$ cat src/rtl/aes_key_stream_ctrl.sv
// aes_key_stream_ctrl: drives key_expansion load/start/step pins and streams the
// 11 round keys of each accepted op, ascending for encrypt or descending for decrypt.
module aes_key_stream_ctrl #(
    parameter int PULSE_W   = 2,
    parameter int STEP_HIGH = 2,
    parameter int STEP_LOW  = 2
) (
    input  logic         clk,
    input  logic         rst_n,
    input  logic         op_valid,
    output logic         op_ready,
    input  logic         op_dec,
    input  logic         op_new_key,
    input  logic [127:0] op_key,
    output logic         op_err,
    output logic [127:0] key_in,
    output logic         set_new_key,
    output logic         start_enc,
    output logic         ready_enc,
    input  logic [127:0] key_enc,
    output logic         start_dec,
    output logic         ready_dec,
    input  logic [127:0] key_dec,
    output logic         rk_valid,
    input  logic         rk_ready,
    output logic [127:0] rk_data,
    output logic [3:0]   rk_round,
    output logic         rk_last,
    output logic         busy
);
    typedef enum logic [3:0] {IDLE, LOAD, WARM_START, WARM_STEP, START, CAPTURE, EMIT, STEP, ERR} state_t;
    state_t       r_state;
    logic [7:0]   r_cnt;
    logic [3:0]   r_round;
    logic [127:0] r_key_in, r_rk_data;
    logic r_dec, r_key_loaded, r_sched_valid, r_op_ready, r_op_err, r_set_new_key;
    logic r_start_enc, r_start_dec, r_ready_enc, r_ready_dec, r_rk_valid, r_rk_last;
    logic [7:0] w_high, w_cnt_nxt;
    logic       w_pin_nxt, w_done;
    // Every pin pulse shares one counter: high for w_high cycles, then STEP_LOW low.
    assign w_high    = (r_state == STEP || r_state == WARM_STEP) ? 8'(STEP_HIGH) : 8'(PULSE_W);
    assign w_cnt_nxt = r_cnt + 8'd1;
    assign w_pin_nxt = w_cnt_nxt < w_high;
    assign w_done    = r_cnt == w_high + 8'(STEP_LOW) - 8'd1;
    always_ff @(posedge clk) begin
        if (!rst_n) begin
            r_state <= IDLE; r_cnt <= '0; r_round <= '0; r_key_in <= '0; r_rk_data <= '0;
            r_dec <= 1'b0; r_key_loaded <= 1'b0; r_sched_valid <= 1'b0; r_op_ready <= 1'b0;
            r_op_err <= 1'b0; r_set_new_key <= 1'b0; r_start_enc <= 1'b0; r_start_dec <= 1'b0;
            r_ready_enc <= 1'b0; r_ready_dec <= 1'b0; r_rk_valid <= 1'b0; r_rk_last <= 1'b0;
        end else begin
            r_cnt    <= w_done ? 8'd0 : w_cnt_nxt;
            r_op_err <= 1'b0;
            case (r_state)
                IDLE: begin
                    r_op_ready <= 1'b1;
                    r_cnt      <= '0;
                    if (op_valid && r_op_ready) begin
                        r_op_ready <= 1'b0;
                        r_dec      <= op_dec;
                        if (op_new_key) begin
                            r_state <= LOAD; r_key_in <= op_key; r_set_new_key <= 1'b1;
                        end else if (!r_key_loaded) begin
                            r_state <= ERR; r_op_err <= 1'b1;
                        end else if (op_dec && !r_sched_valid) begin
                            r_state <= WARM_START; r_start_enc <= 1'b1;
                        end else begin
                            r_state <= START; r_start_enc <= !op_dec; r_start_dec <= op_dec;
                            r_round <= op_dec ? 4'd10 : 4'd0;
                        end
                    end
                end
                LOAD: begin
                    r_set_new_key <= w_pin_nxt;
                    if (w_done) begin
                        r_key_loaded <= 1'b1; r_sched_valid <= 1'b0; r_start_enc <= 1'b1;
                        r_state <= r_dec ? WARM_START : START; r_round <= 4'd0;
                    end
                end
                WARM_START: begin
                    r_start_enc <= w_pin_nxt;
                    if (w_done) begin
                        r_state <= WARM_STEP; r_ready_enc <= 1'b1; r_round <= 4'd0;
                    end
                end
                // Forward pass so key_expansion holds a full schedule before decrypt.
                WARM_STEP: begin
                    r_ready_enc <= w_pin_nxt;
                    if (w_done && r_round == 4'd9) begin
                        r_sched_valid <= 1'b1; r_state <= START; r_start_dec <= 1'b1; r_round <= 4'd10;
                    end else if (w_done) begin
                        r_round <= r_round + 4'd1; r_ready_enc <= 1'b1;
                    end
                end
                START: begin
                    r_start_enc <= w_pin_nxt && !r_dec;
                    r_start_dec <= w_pin_nxt && r_dec;
                    if (w_done) r_state <= CAPTURE;
                end
                CAPTURE: begin
                    r_rk_data  <= r_dec ? key_dec : key_enc;
                    r_rk_last  <= r_dec ? r_round == 4'd0 : r_round == 4'd10;
                    r_rk_valid <= 1'b1;
                    r_state    <= EMIT;
                end
                EMIT: begin
                    r_cnt <= '0;
                    if (rk_ready) begin
                        r_rk_valid <= 1'b0;
                        if (!r_dec && r_round == 4'd10) r_sched_valid <= 1'b1;
                        if (r_rk_last) begin
                            r_state <= IDLE; r_op_ready <= 1'b1;
                        end else begin
                            r_state <= STEP; r_ready_enc <= !r_dec; r_ready_dec <= r_dec;
                            r_round <= r_dec ? r_round - 4'd1 : r_round + 4'd1;
                        end
                    end
                end
                STEP: begin
                    r_ready_enc <= w_pin_nxt && !r_dec;
                    r_ready_dec <= w_pin_nxt && r_dec;
                    if (w_done) r_state <= CAPTURE;
                end
                ERR: begin
                    r_state <= IDLE; r_op_ready <= 1'b1;
                end
                default: r_state <= IDLE;
            endcase
        end
    end
    assign op_ready    = r_op_ready;
    assign op_err      = r_op_err;
    assign key_in      = r_key_in;
    assign set_new_key = r_set_new_key;
    assign start_enc   = r_start_enc;
    assign start_dec   = r_start_dec;
    assign ready_enc   = r_ready_enc;
    assign ready_dec   = r_ready_dec;
    assign rk_valid    = r_rk_valid;
    assign rk_data     = r_rk_data;
    assign rk_round    = r_round;
    assign rk_last     = r_rk_last;
    assign busy        = r_state != IDLE;
endmodule
$ cat config.mk
export PLATFORM = sky130hd
export DESIGN_NAME = aes_key_stream_ctrl
export DESIGN_NICKNAME = d
export VERILOG_FILES = /design/src/rtl/aes_key_stream_ctrl.sv
export SDC_FILE = /design/constraint.sdc
export NUM_CORES = 1
export LEC_CHECK = 0
export ABC_CLOCK_PERIOD_IN_PS = 1850
export CAP_MARGIN = 25
export CELL_PAD_IN_SITES_DETAIL_PLACEMENT = 1
export CELL_PAD_IN_SITES_GLOBAL_PLACEMENT = 1
export CORE_AREA = 8 8 250 252
export CTS_BUF_LIST = sky130_fd_sc_hd__clkbuf_4 sky130_fd_sc_hd__clkbuf_8
export CTS_CLUSTER_DIAMETER = 120
export DETAILED_ROUTE_END_ITERATION = 10
export DIE_AREA = 0 0 258 260
export HOLD_SLACK_MARGIN = 0.08
export PLACE_DENSITY = 0.66
export REMOVE_ABC_BUFFERS = 1
export SYNTH_ARGS = -nofsm -noshare
export SYNTH_HDL_FRONTEND = slang
export SYNTH_SLANG_ARGS = --single-unit
$ cat constraint.sdc
create_clock -name clk -period 1.85 [get_ports clk]
set_input_delay 0.37 -clock clk [delete_from_list [all_inputs] [get_ports clk]]
set_output_delay 0.37 -clock clk [all_outputs]
set_load 0.02 [all_outputs]
==> summary.md, run 1 <==
| Metric | Value |
|---|---|
| Status | finished with violations |
| Failing checks | setup timing |
| Die Width | 258 um |
| CTS root buffer | clkbuf_8 |
| Initial Utilization | 21.5% |
| Most common cell after layout, fill and taps aside | clkdlybuf4s50_1 |
| Fillers | 6659 |
| Clk sinks | 284 |
| Placed Cells | 2806 |
| Final min period | 2.07 ns |
| FF/Latch Area | 0.00569 mm^2 |
| H-tree levels | 2 |
| Chip height | 260 um |
| Pleak | 11.3 nW |
| Hold Vio Cnt, Final | 0 |
| Antenna violations before repair | 8 |
| Clock Latency Late Sink | 0.61 ns |
| DRT Pass-1 Iters | 5 |
| Post-synth top flop | dfxtp_1 |
| Register bit count reported by yosys | 284 |
| Nature of the critical path endpoint | register |
| Skew final | 0.0270 ns |
| # IOs | 660 |
| Vias per cell | 4.53 |
| Fin crit share | 112% |
| VDD IR-drop max | 0.400 mV |
| Ranking of synthesized cells by area | dfxtp_1 45%, nand2_1 12%, mux2i_1 10% |
| Share of layout cells above drive strength 1 | 22.4% |
| Async SR Flop Fraction | 0% |
| RSZ-0062 raised after global routing | true |
| Num CTS Buffers | 54 |
| CTS Hold Buffers Added | 0 |
| Post-DR wirelength/cell | 22.8 um |
| WL final | 67.4 mm |
| Synth warn | 0 |
| Area grow syn2layout | 88.1% |
| Most frequent cells in the layout | 388 x clkdlybuf4s50_1, 288 x nand2_1, 279 x dfxtp_1 |
| Count of cell types in the netlist | 64 |
| Total die area | 0.0671 mm^2 |
| Syn Area/Cell | 9.13 um^2 |
| Grt ovf | 0 |
| Non-Filler Instances | 2962 |
| CTS clock-pin slew for the worst setup and hold paths | 0.06 ns |
| Largest net degree at the start of global routing | 80 |
| Synthesized area | 0.0126 mm^2 |
| Fmax | 484 MHz |
| Row Count | 89 |
| Final HPWL DP | 49.7 mm |
| Final ANT Viol Nets | 0 |
| Fin. max-slew vios | 0 |
| Worst-margin pin slew | 0.608 ns |
| Setup ws final | -0.218 ns |
| HP Class | input port to register |
| GP Congestion | 0.786 |
| Crit path arrival time | 2.60 ns |
| Clock Tree Buf Depth | 3 |
| Number of remaining DRC errors | 0 |
| CP required | 2.38 ns |
| PwrDens | 866 mW/mm^2 |
| DRC violation total after the first TritonRoute iteration | 482 |
| CP Max Fanout | 7 |
| Post-synth EDFFs | 0 |
| Nets | 2533 |
| Floorplan core area | 0.0585 mm^2 |
| Pre-CTS WS | -0.607 ns |
| Max-cap violations | 0 |
| Synth top area share | 45.3% |
| CP Class | register to register |
| Vias in the first global route | 14.3k |
| Port buffer count | 659 |
| Worst setup SP type | register |
| Synth area leader | dfxtp_1 |
| Slew margin rel. | 58.3% |
| GRT Util Overall | 17.8% |
| Register area share after synthesis | 45.3% |
| Final setup violation count | 136 |
| First-pass GRT wire length | 91.5 mm |
| CTS tree | built |
| Area of the multi-input gates | 0.00724 mm^2 |
| Mapped Cells | 1376 |
| Vias | 13.4k |
routing by layer:
layer	wire (um)	vias up	global-route usage (%)
li1	-	6342	-
met1	24800	6428	18.5
met2	35200	550	33.2
met3	4960	102	5.76
met4	2470	0	6.31
met5	0	-	0
final timing paths:
path | endpoint | start | cells past startpoint | slack [ns]
worst max register to register | key_in[126] | r_state[1] | 9 | -0.22
worst min register to register | key_in[106] | key_in[106] | 2 | 0.45
worst min-delay path | rk_data[46] | rst_n | 2 | 0.26
worst max-delay path | key_in[126] | r_state[1] | 9 | -0.22
through the flow:
step | TNS (ns) | area [um^2] | util (%) | total power, mW | hold WS, ns
final | -17.03 | 23600 | 40.4 | 20.4 | 0.256
after global placement | -15.36 | 20700 | 35.3 | 12.0 | 0.441
after floorplan | -1000.77 | 12000 | - | 9.23 | 0.437
after CTS | -11.37 | 22000 | 37.6 | 19.7 | 0.209
after global routing | -26.98 | 23600 | 40.4 | 21.5 | 0.241
after detailed placement | -21.99 | 20700 | 35.3 | 12.1 | 0.446
area by class of cell:
| cell class | instances | area share, % |
|---|---|---|
| clock buffers | 83 | 4.41 |
| well taps | 773 | 4.09 |
| multi-input cells | 971 | 30.7 |
| repair buffers | 819 | 35.4 |
| clock inverters | 18 | 1.08 |
| flip-flops and latches | 284 | 24.1 |
| diodes | 6 | 0.0636 |
| inverters | 8 | 0.127 |
flip-flops by register name (all words and copies together) (netlist names):
signal and count:
r_state 4, ready_dec 1, r_cnt 8, r_sched_valid 1, rk_data 128, start_dec 1
r_dec 1, ready_enc 1, set_new_key 1, rk_valid 1, key_in 128, rk_round 4
op_ready 1, rk_last 1, op_err 1, start_enc 1, r_key_loaded 1
cells in the mapped netlist (3+ instances only):
| master | count |
|---|---|
| a31oi_1 | 11 |
| nor2_1 | 24 |
| buf_4 | 4 |
| o211a_1 | 129 |
| xnor2_1 | 6 |
| nor3_1 | 6 |
| nand2b_1 | 4 |
| and3_1 | 4 |
| a21boi_1 | 108 |
| nand4_1 | 6 |
| xor2_1 | 4 |
| and2_1 | 3 |
| buf_6 | 10 |
| nor4_1 | 3 |
| a21boi_0 | 26 |
| mux2i_1 | 129 |
| inv_1 | 8 |
| nor2b_1 | 8 |
| clkbuf_1 | 54 |
| o21ai_0 | 16 |
| a21oi_1 | 12 |
| nand3_1 | 10 |
| buf_1 | 6 |
| buf_2 | 42 |
| dfxtp_1 | 284 |
| ha_1 | 5 |
| or3_1 | 3 |
| nand2_1 | 407 |
worst max-delay path, stage by stage, from the launching register on:
cell and delay, ns:
dfxtp_2 0.33, or4_4 0.56, buf_6 0.15, nor3_4 0.19
buf_12 0.15, buf_12 0.14, buf_4 0.13, clkbuf_16 0.15
nand2_1 0.05, a21boi_1 0.12
cells by family after synthesis:
logic type      share of synthesized area [%]
simple gates                             16.4
compound gates                           21.7
flops                                    45.3
mux                                      10.4
buf+inv                                  4.84
xor+xnor                                0.877
fa+ha+maj                               0.498
timing repair:
action / 4_1_cts / 5_1_grt
setup endpoints to repair: 394 / 197
pin swaps: 11 / 145
cloned: 7 / 28
endpoints found under the hold margin: 0 / 0
gates resized for setup: 303 / 301
buffers inserted: 6 / 16
power by group:
group / total [mW] / internal [mW] / switching, mW
Combinational: 6.32 / 3.14 / 3.18
Clock: 7.36 / 4.44 / 2.92
Sequential: 6.77 / 6.52 / 0.246
No activity file was read; power rests on OpenSTA's default activity.
==> run 2: changes to the inputs <==
--- a/config.mk
+++ b/config.mk
@@ -11,7 +11,6 @@
 export CELL_PAD_IN_SITES_GLOBAL_PLACEMENT = 1
 export CORE_AREA = 8 8 250 252
 export CTS_BUF_LIST = sky130_fd_sc_hd__clkbuf_4 sky130_fd_sc_hd__clkbuf_8
-export CTS_CLUSTER_DIAMETER = 120
 export DETAILED_ROUTE_END_ITERATION = 10
 export DIE_AREA = 0 0 258 260
 export HOLD_SLACK_MARGIN = 0.08
==> results of run 2 <==
No change in the layout: final DEF, timing and power equal those of run 1.
==> run 3: changes to the inputs <==
==> config.mk (replaced) <==
export PLATFORM = sky130hd
export DESIGN_NAME = aes_key_stream_ctrl
export DESIGN_NICKNAME = d
export VERILOG_FILES = /design/src/rtl/aes_key_stream_ctrl.sv
export SDC_FILE = /design/constraint.sdc
export NUM_CORES = 1
export LEC_CHECK = 0
export ABC_CLOCK_PERIOD_IN_PS = 1850
export CELL_PAD_IN_SITES_DETAIL_PLACEMENT = 1
export CELL_PAD_IN_SITES_GLOBAL_PLACEMENT = 1
export CORE_AREA = 8 8 247 249
export CTS_BUF_LIST = sky130_fd_sc_hd__clkbuf_4 sky130_fd_sc_hd__clkbuf_8
export DETAILED_ROUTE_END_ITERATION = 10
export DIE_AREA = 0 0 255 257
export HOLD_SLACK_MARGIN = 0.08
export PLACE_DENSITY = 0.67
export SYNTH_ARGS = -nofsm -noshare
export SYNTH_HDL_FRONTEND = slang
export SYNTH_SLANG_ARGS = --single-unit
==> summary.md, run 3 (synthesis gave the netlist of run 1 again) <==
| Metric | Value |
|---|---|
| Status | finished with violations (unchanged) |
| Failing checks | setup timing (unchanged) |
| Chip height | 257 um (was 260 um) |
| Worst setup SP type | register (unchanged) |
| Clk sinks | 284 (unchanged) |
| Floorplan core area | 0.0570 mm^2 (was 0.0585 mm^2) |
| M3 GR Usage | 5.74% (was 5.76%) |
| CP required | 2.41 ns (was 2.38 ns) |
| Grt ovf | 0 (unchanged) |
| Nets | 2531 (was 2533) |
| Largest net degree at the start of global routing | 59 (was 80) |
| Slew margin rel. | 67.0% (was 58.3%) |
| Final ANT Viol Nets | 0 (unchanged) |
| PwrDens | 841 mW/mm^2 (was 866 mW/mm^2) |
| Vias per cell | 4.52 (was 4.53) |
| DRT Pass-1 Iters | 4 (was 5) |
| Fillers | 6585 (was 6659) |
| Crit path arrival time | 2.74 ns (was 2.60 ns) |
| DRC violation total after the first TritonRoute iteration | 470 (was 482) |
| Vias | 13.3k (was 13.4k) |
| Most frequent cells in the layout | 388 x clkdlybuf4s50_1, 318 x nand2_1, 276 x dfxtp_1 (was 388 x clkdlybuf4s50_1, 288 x nand2_1, 279 x dfxtp_1) |
| Worst-margin pin slew | 0.481 ns (was 0.608 ns) |
| Hold wc startpoint | op_key[114] (was rst_n) |
| Hold path depth | 3 (was 2) |
| Hold Vio Cnt, Final | 0 (unchanged) |
| R2r setup slk | -0.33 ns (was -0.22 ns) |
| Row Count | 88 (was 89) |
| Met2 GRT Util | 31.6% (was 33.2%) |
| First-pass GRT wire length | 88.0 mm (was 91.5 mm) |
| Num CTS Buffers | 55 (was 54) |
| HP Class | input port to register (unchanged) |
| Worst Hold Path EP | key_in[114] (was rk_data[46]) |
| WL final | 62.7 mm (was 67.4 mm) |
| Setup ws final | -0.328 ns (was -0.218 ns) |
| CTS root buffer | clkbuf_8 (unchanged) |
| Number of remaining DRC errors | 0 (unchanged) |
| Syn nets | 1771 |
| Final setup violation count | 137 (was 136) |
| H-tree levels | 2 (unchanged) |
| Fin. max-slew vios | 0 (unchanged) |
| # IOs | 660 (unchanged) |
| Max-cap violations | 0 (unchanged) |
| Vias in the first global route | 14.2k (was 14.3k) |
| Reg2reg path depth | 10 (was 9) |
| Total die area | 0.0655 mm^2 (was 0.0671 mm^2) |
| Port buffer count | 659 (unchanged) |
| Clock Tree Buf Depth | 3 (unchanged) |
| Skew final | 0.0217 ns (was 0.0270 ns) |
| VDD IR-drop max | 0.407 mV (was 0.400 mV) |
| Clock Latency Late Sink | 0.63 ns (was 0.61 ns) |
| RR Endpoint | key_in[20] (was key_in[126]) |
| CP Class | register to register (unchanged) |
| Nature of the critical path endpoint | register (unchanged) |
| Final HPWL DP | 47.0 mm (was 49.7 mm) |
| Share of layout cells above drive strength 1 | 21.1% (was 22.4%) |
| Antenna violations before repair | 5 (was 8) |
| Most common cell after layout, fill and taps aside | clkdlybuf4s50_1 (unchanged) |
| CTS clock-pin slew for the worst setup and hold paths | 0.06 ns (about the same) |
| Final min period | 2.18 ns (was 2.07 ns) |
| Post-layout power | 19.8 mW (was 20.4 mW) |
| RR Startpoint | r_state[0] (was r_state[1]) |
| Gr busiest metal | met2 (unchanged) |
| GRT Util Overall | 17.3% (was 17.8%) |
| GP Congestion | 0.886 (was 0.786) |
| Fin crit share | 118% (was 112%) |
| Hold slack | 0.285 ns (was 0.256 ns) |
| Initial Utilization | 22.0% (was 21.5%) |
| CTS tree | built (unchanged) |
| Post-DR wirelength/cell | 21.3 um (was 22.8 um) |
| Met1 Use GR | 18.7% (was 18.5%) |
| Pleak | 11.5 nW (was 11.3 nW) |
| Fmax | 459 MHz (was 484 MHz) |
| RSZ-0062 raised after global routing | true (unchanged) |
| Die Width | 255 um (was 258 um) |
| CP Max Fanout | 6 (was 7) |
| Area grow syn2layout | 87.2% (was 88.1%) |
==> run 3: changes by cell type in the layout (fill, tap and decap cells not counted), sizes merged <==
cell,delta
dlygate4sd3,+1
clkinvlp,-3
bufinv,-2
diode,-2
clkinv,-3
clkbuf,-9
clkdlybuf4s15,+9
clkdlybuf4s18,+1
dlygate4sd2,+3
buf,-6
nand2,-3
==> run 3: worst max-delay path by stage <==
stage,start,end,slack (ns),cells after the start
2_1_floorplan,r_cnt[0],rk_round[2],0.002,6
3_3_place_gp,op_new_key,rk_round[3],-0.62,6
3_5_place_dp,op_new_key,rk_round[1],-0.62,7
4_1_cts,r_state[2],busy,-0.35,3
5_1_grt,r_state[0],busy,-0.40,3
6_report,r_state[0],key_in[20],-0.33,10
==> run 3: metal layers <==
layer,wire length [um],vias up
met3,4960,93
met2,32900,471
met1,23100,6414
met4,1750,2
li1,-,6309
met5,13,-
==> run 3: power breakdown <==
part | leakage, nW | switching (mW) | internal (mW)
combinational | 8.57 | 3.03 | 3.07
sequential | 2.30 | 0.223 | 6.52
clock | 0.625 | 2.80 | 4.13
total | 11.5 | 6.05 | 13.7
==> run 3: critical path, stage by stage, from the launching register on <==
cell	delay (ns)
dfxtp_4	0.34
or4_4	0.55
buf_6	0.15
buf_6	0.11
nor3_4	0.19
buf_12	0.17
buf_12	0.15
buf_12	0.11
buf_12	0.13
nand2_4	0.05
a21boi_2	0.15
==> run 3: stage by stage <==
stage	area, um^2	utilization [%]	cells	setup slack, ns	TNS (ns)
after floorplan	12600	-	1376	0.00165	0
after global placement	20800	36.4	2801	-0.617	-24.88
after detailed placement	20800	36.4	2801	-0.617	-29.97
after CTS	22300	39.1	2915	-0.353	-27.74
after global routing	23500	41.2	2939	-0.404	-42.72
final	23500	41.2	2940	-0.328	-29.46
==> run 3: what timing repair did <==
action	4_1_cts	5_1_grt
pin swaps	13	166
hold endpoints to repair	13	0
setup endpoints to repair	471	209
setup buffers	9	22
hold buffers	1	0
gates cloned	12	12
resized for setup	360	278
==> run 3: final cells by class <==
| cell class | instances | area (um^2) | share of cell area, % |
|---|---|---|---|
| Clock buffer | 82 | 1050 | 4.45 |
| Sequential cell | 284 | 5700 | 24.2 |
| Clock inverter | 10 | 158 | 0.670 |
| Multi-Input combinational cell | 968 | 7260 | 30.9 |
| Tap cell | 765 | 957 | 4.07 |
| Antenna cell | 4 | 10.0 | 0.0426 |
| Inverter | 8 | 30.0 | 0.128 |
| Timing Repair Buffer | 819 | 8360 | 35.5 |
